File: src/rtl/mem_req_ctrl.sv
// Request front end for the single-port synchronous memory: turns valid/ready
// read/write commands into one-cycle memory pulses and returns read data.
module mem_req_ctrl #(
    parameter int ADDR_WIDTH = 2,
    parameter int DATA_WIDTH = 8,
    parameter int CNT_WIDTH  = 16
) (
    input  logic                  clk,
    input  logic                  reset,
    input  logic                  req_valid,
    output logic                  req_ready,
    input  logic                  req_write,
    input  logic [ADDR_WIDTH-1:0] req_addr,
    input  logic [DATA_WIDTH-1:0] req_wdata,
    output logic                  rsp_valid,
    input  logic                  rsp_ready,
    output logic [DATA_WIDTH-1:0] rsp_rdata,
    output logic [ADDR_WIDTH-1:0] mem_addr,
    output logic                  mem_wr_en,
    output logic                  mem_rd_en,
    output logic [DATA_WIDTH-1:0] mem_wdata,
    input  logic [DATA_WIDTH-1:0] mem_rdata,
    output logic [CNT_WIDTH-1:0]  wr_count,
    output logic [CNT_WIDTH-1:0]  rd_count
);

    typedef enum logic [1:0] {
        IDLE,
        RD_ISSUE,
        RD_CAP,
        RSP
    } state_t;

    state_t state;

    assign req_ready = (state == IDLE);

    // Writes stay in IDLE so they stream at one per cycle; reads walk through
    // the memory's one-cycle registered read before presenting the response.
    always_ff @(posedge clk or posedge reset) begin
        if (reset) begin
            state     <= IDLE;
            mem_addr  <= '0;
            mem_wr_en <= 1'b0;
            mem_rd_en <= 1'b0;
            mem_wdata <= '0;
            rsp_valid <= 1'b0;
            rsp_rdata <= '0;
            wr_count  <= '0;
            rd_count  <= '0;
        end else begin
            mem_wr_en <= 1'b0;
            mem_rd_en <= 1'b0;
            case (state)
                IDLE: begin
                    if (req_valid) begin
                        mem_addr <= req_addr;
                        if (req_write) begin
                            mem_wr_en <= 1'b1;
                            mem_wdata <= req_wdata;
                            if (wr_count != '1)
                                wr_count <= wr_count + CNT_WIDTH'(1);
                        end else begin
                            mem_rd_en <= 1'b1;
                            state     <= RD_ISSUE;
                        end
                    end
                end
                RD_ISSUE: begin
                    state <= RD_CAP;
                end
                RD_CAP: begin
                    rsp_rdata <= mem_rdata;
                    rsp_valid <= 1'b1;
                    state     <= RSP;
                end
                RSP: begin
                    // Data stays put until downstream takes it
                    if (rsp_ready) begin
                        rsp_valid <= 1'b0;
                        if (rd_count != '1)
                            rd_count <= rd_count + CNT_WIDTH'(1);
                        state <= IDLE;
                    end
                end
                default: state <= IDLE;
            endcase
        end
    end

endmodule

File: config.mk
export PLATFORM = sky130hd
export DESIGN_NAME = mem_req_ctrl
export DESIGN_NICKNAME = d
export VERILOG_FILES = /design/src/rtl/mem_req_ctrl.sv
export SDC_FILE = /design/constraint.sdc
export NUM_CORES = 1
export LEC_CHECK = 0
export ABC_AREA = 0
export CAP_MARGIN = 20
export CORE_UTILIZATION = 50
export DETAILED_ROUTE_END_ITERATION = 8
export PLACE_DENSITY = 0.95
export SLEW_MARGIN = 20
export SYNTH_ARGS = -nofsm -noshare
export SYNTH_HDL_FRONTEND = slang
export SYNTH_SLANG_ARGS = --single-unit
File: constraint.sdc
create_clock -name clk -period 3.9 [get_ports clk]
set_input_delay 0.78 -clock clk [delete_from_list [all_inputs] [get_ports clk]]
set_output_delay 0.78 -clock clk [all_outputs]
set_load 0.03 [all_outputs]
==> flow_metrics.tcl, run 1 <==
set metrics [dict create \
    final_cells 375 \
    maxSlewHeadroom 0.456 \
    grt_pass1_vias 1907 \
    multi_input_comb_area_um2 1060 \
    final_cell_area_um2 3420 \
    cts_resized 0 \
    yosys_warnings 0 \
    die_w_um 72.5 \
    run_status "finished clean" \
    ir_drop_mv 0.461 \
    cts_tree "done" \
    die_h_um 72.5 \
    critPathSlowestCell "clkdlybuf4s50_1" \
    crit_fanout 5 \
    grt_start_max_net_pins 56 \
    synth_flop_cell "dfrtp_1" \
    finalCritPeriodShare 0.654 \
    synthArstFlopShare 1.00 \
    clock_path_buffers 2 \
    critPathMaxStageDelay_ns 0.71 \
    skew_ns 0.00713 \
    synth.yosys.seq_area_share 0.554 \
    coreArea_um2 4750 \
    end_kind "primary output" \
    postPlaceCellArea_um2 3320 \
    synth.distinct_cells 34 \
    ys_ff_latch 55 \
    cts_num_sinks 55 \
    fin_util 0.719 \
    tightestPinTransition_ns 0.808 \
    crit_type "flip-flop to primary output" \
    dp.cells 367 \
    final.setup.worst_slack_ns 1.35 \
    vias 2025 \
    grt_pass1_wl_mm 8.71 \
    critPathArrivalTime_ns 1.77 \
    nFillCells 367 \
    clk_pin_slew_worst_paths_ns 0.09 \
    whs_ns 0.486 \
    drt-total-wl_mm 5.43 \
    hold_class "flip-flop to flip-flop" \
    die_area_um2 5250 \
    drt_pre_antenna_iters 5 \
    period_needed_ns 2.55 \
    drc 0 \
    cap_violations 0 \
    ios 77 \
    synth_top_area_cell "dfrtp_1" \
    place.gp.congestion 0.892 \
    finalPower_mw 2.21 \
    setup_viol 0 \
    synth_area_um2 2480 \
    floorplan.initialDensity 0.522 \
    yosys-top-cells-count "dfrtp_1, nand2_1, nand3_1, mux2_2, xor2_1" \
    cp.required_ns 3.12 \
    clock_latency_ns 0.30 \
    ant_nets 0 \
    grt_usage 0.217 \
    layout-drive-gt1-share 0.0877 \
    finalSetupTns_ns 0 \
    antenna_found_initial 0 \
    synth_edf_count 0 \
    yosysMostFrequentCell "dfrtp_1" \
    path_cells "inv_1 -> ha_1 -> clkdlybuf4s50_1" \
    finalHoldViolCount 0 \
    cts_setup_buffers 0 \
    hpwl_mm 3.98 \
    post-place-ws_ns 1.30 \
    rsz0062_at_grt "no" \
    viasPerCell 5.40 \
    slew_violations 0 \
    finalNetCount 335 \
    wl_per_cell_um 14.5 \
    htree_levels 2 \
    antenna_cells 0 \
    leakage_nw 1.51 \
    area.growth.synth_to_final_pct 37.7 \
    synth_top_cell_area_share 0.554 \
    regArea_um2 1380 \
    postCtsHoldBufs 0 \
    numCtsBuffers 5 \
    syn_inst 228 \
    powerDensity_nw_per_um2 646 \
    cp-start-kind "flip-flop" \
    grt_overflow 0 \
    drtIter0Drc 165 \
    syn_area_per_cell_um2 10.9 \
    max_freq_ghz 0.392 \
    num_rows 25 \
    netlist_top_cells_area "dfrtp_1, mux2_2, nand2_1, xor2_1, xnor2_1" \
    port_buffers 76 \
    cts-root-buf "clkbuf_8" \
    synth.net_count 256 \
]
[critical path, delay by kind of cell, from the launching register on]
family     cells  cell delay [ns]
fa+ha+maj      1             0.26
buf+inv        2             0.80
flops          1             0.41
[per-layer routing]
layer	vias to the layer above	track usage	wire length [µm]
met5	-	0	0
met4	0	0.0719	55
met3	4	0.0361	253
met2	72	0.381	2720
met1	991	0.272	2400
li1	958	-	-
[state kept, by name, indices dropped and copies added (netlist names)]
name,flops
mem_wr_en,1
wr_count,16
rsp_valid,1
state,2
mem_addr,2
mem_rd_en,1
mem_wdata,8
rsp_rdata,8
rd_count,16
[logic make-up (layout without fill, tap and decap cells)]
logic type,Yosys count,in the layout,share of synthesized area
and+or+nand+nor,105,105,0.221
DFF,55,55,0.554
xor gates and xnor gates,23,23,0.0811
muxes,14,14,0.0635
AOI/OAI and AO/OA,13,13,0.0353
buffers and inverters,13,93,0.0197
adders and majority gates,5,5,0.0252
[worst paths after layout]
kind / start / to / slack (ns) / cells past startpoint
worst max-delay path: state[0]$_DFFE_PP0P_ / req_ready / 1.35 / 3
worst max register to register: wr_count[8]$_DFFE_PP0P_ / wr_count[1]$_DFFE_PP0P_ / 1.81 / 4
min in group asynchronous: reset / mem_wdata[4]$_DFFE_PP0P_ / 0.93 / 2
worst min-delay path: mem_wdata[2]$_DFFE_PP0P_ / mem_wdata[2]$_DFFE_PP0P_ / 0.49 / 2
max in group asynchronous: reset / rsp_rdata[6]$_DFFE_PP0P_ / 2.53 / 2
worst min register to register: mem_wdata[2]$_DFFE_PP0P_ / mem_wdata[2]$_DFFE_PP0P_ / 0.49 / 2
[power breakdown]
part           total, mW  switching, mW  internal [mW]
registers          0.856          0.127          0.729
logic               1.01          0.572          0.441
clock network      0.337          0.175          0.162
total               2.21          0.875           1.33
[layout make-up]
type,instances,share of cell area
inverter,8,0.00952
clock buffer,8,0.0293
sequential,55,0.403
multi-input combinational,160,0.309
timing repair buffer,77,0.225
tap,67,0.0245
[placed cells by master, fill, tap and decap left out, types with 9 or more instances in the layout]
cell type / synthesis / layout
xor2_1: 13 / 13
nand4_1: 9 / 9
nand3_1: 16 / 16
clkdlybuf4s50_1: 0 / 76
mux2_2: 14 / 14
dfrtp_1: 55 / 55
nor3_1: 9 / 9
nor2_1: 9 / 9
nand2_1: 37 / 37
xnor2_1: 10 / 10
Note: power is estimated with default switching activity, not from simulation.
==> inputs of run 2 (changes only) <==
- CORE_UTILIZATION: 50 -> 42
- PLACE_DENSITY: 0.95 -> 0.87
- clock period: 3.9 -> 2.25 ns (I/O delays scaled with it)
==> run 2 against run 1 <==
Compared with the run above:
- worst setup slack worse by 1.1 ns
- critical path depth is 2 lower
- routed wire length is 0.41% higher
- utilization is 9.9 points lower
- clock-buffer cell count stayed put
- design area is 1.6% higher
- combinational power is 73% higher
- first-iteration DRC count is 70% lower
- final cell count is 2.7% higher
- clock skew is 0.0017 ns higher
- clock power is 74% higher
- critical endpoint is now wr_count[3]
- largest power group unchanged
==> flow_metrics.tcl, run 2 (synthesis results as in run 1) <==
set metrics [dict create \
    die_w_um 78.9 \
    regArea_um2 1380 \
    ios 77 \
    hold_class "input port to async pin" \
    cp.required_ns 1.80 \
    clock_path_buffers 2 \
    leakage_nw 1.55 \
    coreArea_um2 5610 \
    reg_top3 "rd_count: 16 flops, wr_count: 16 flops" \
    worstSetupPathDepth 1 \
    hpwl_mm 4.10 \
    crit_fanout 6 \
    cts_setup_buffers 0 \
    layout-drive-gt1-share 0.102 \
    run_status "finished clean" \
    setup_viol 0 \
    viasPerCell 5.27 \
    finalNetCount 340 \
    finalSetupTns_ns 0 \
    path_buf_inv 1 \
    floorplan.initialDensity 0.443 \
    ir_drop_mv 0.916 \
    grt_pass1_vias 2008 \
    slew_violations 0 \
    finalCritPeriodShare 0.870 \
    die_area_um2 6220 \
    critPathLaunch "wr_count[3]$_DFFE_PP0P_" \
    ant_nets 0 \
    final_cell_mix "clkdlybuf4s50_1, dfrtp_1, nand2_1" \
    cts_num_sinks 55 \
    cp-start-kind "flip-flop" \
    skew_ns 0.00885 \
    vias 2029 \
    htree_levels 2 \
    crit_type "flip-flop to primary output" \
    final.setup.worst_slack_ns 0.292 \
    antenna_cells 0 \
    reg2reg_setup_slack_ns 0.30 \
    tightestPinTransition_ns 0.532 \
    die_h_um 78.9 \
    antenna_found_initial 0 \
    period_needed_ns 1.96 \
    critical_path.top_delay_family "buffers and inverters" \
    powerDensity_nw_per_um2 1100 \
    grt_usage 0.190 \
    place.gp.congestion 0.875 \
    drt-total-wl_mm 5.45 \
    rr_startpoint "rd_count[0]$_DFFE_PP0P_" \
    r2r_end "rd_count[1]$_DFFE_PP0P_" \
    layout_commonest_cell "clkdlybuf4s50_1" \
    reg2regPathDepth 4 \
    numCtsBuffers 5 \
    maxSlewHeadroom 0.642 \
    cap_violations 0 \
    num_rows 27 \
    finalHoldViolCount 0 \
    wl_per_cell_um 14.2 \
    postCtsHoldBufs 0 \
    cts_resized 0 \
    grt_start_max_net_pins 38 \
    grt_pass1_wl_mm 9.23 \
    cts_tree "done" \
    multi_input_comb_area_um2 1060 \
    critPathArrivalTime_ns 1.51 \
    rsz0062_at_grt "no" \
    whs_ns 0.463 \
    cts-root-buf "clkbuf_8" \
    end_kind "primary output" \
    critPathSlowestCell "clkdlybuf4s50_1" \
    port_buffers 76 \
    crit_end "wr_count[3]" \
    post-place-ws_ns 0.123 \
    area.growth.synth_to_final_pct 40.0 \
    nFillCells 474 \
    drc 0 \
    clk_pin_slew_worst_paths_ns 0.10 \
    drt_pre_antenna_iters 4 \
    grt_overflow 0 \
    path_cells "clkdlybuf4s50_1" \
    max_freq_ghz 0.511 \
    clock_latency_ns 0.30 \
    drtIter0Drc 50 \
    critPathMaxStageDelay_ns 0.72 \
]
run 2: cell types whose count changed in the layout (fill, tap and decap cells not counted):
cell             change
buf_12               +1
buf_4                +4
clkdlybuf4s50_1      -1
dlymetal6s2s_1       +1
inv_2                +1
inv_4                -1
run 2: routing by layer:
metal,share of wire,up-vias,track usage
met5,0,-,0
met4,0.011,0,0.0600
met3,0.062,6,0.0529
met2,0.49,68,0.324
met1,0.44,993,0.233
li1,-,962,-
run 2: cell type report:
type	instances	area share
Tap cell	72	0.0259
Clock buffer	8	0.0288
Multi-Input combinational cell	160	0.304
Timing Repair Buffer	82	0.236
Sequential cell	55	0.396
Inverter	8	0.00864
run 2: through the flow:
stage,cell area [µm²],total power [mW],std cells,utilization
2_1_floorplan,2480,2.53,228,-
3_3_place_gp,3370,3.22,377,0.601
3_5_place_dp,3370,3.27,377,0.601
4_1_cts,3470,3.87,385,0.619
5_1_grt,3470,4.06,385,0.620
6_report,3470,3.83,385,0.620
run 2: how the worst min path moves through the flow:
stage	startpoint	to	slack, ns	depth (start not counted)
2_1_floorplan	state[0]$_DFFE_PP0P_	state[0]$_DFFE_PP0P_	0.50	1
3_3_place_gp	mem_wdata[2]$_DFFE_PP0P_	mem_wdata[2]$_DFFE_PP0P_	0.46	2
3_5_place_dp	mem_wdata[2]$_DFFE_PP0P_	mem_wdata[2]$_DFFE_PP0P_	0.46	2
4_1_cts	reset	wr_count[7]$_DFFE_PP0P_	0.47	2
5_1_grt	reset	mem_wdata[2]$_DFFE_PP0P_	0.49	2
6_report	reset	wr_count[7]$_DFFE_PP0P_	0.46	2
run 2: where the power goes:
group | leakage, nW | switching [mW] | internal (mW)
combinational | 0.802 | 0.986 | 0.768
sequential | 0.700 | 0.223 | 1.26
clock | 0.0515 | 0.303 | 0.282
==> inputs of run 3 (changes only) <==
- CTS_CLUSTER_DIAMETER: unset -> 60
- SLEW_MARGIN: 20 -> 0
==> results of run 3 <==
Final layout, timing and power as in run 2 (identical DEF).
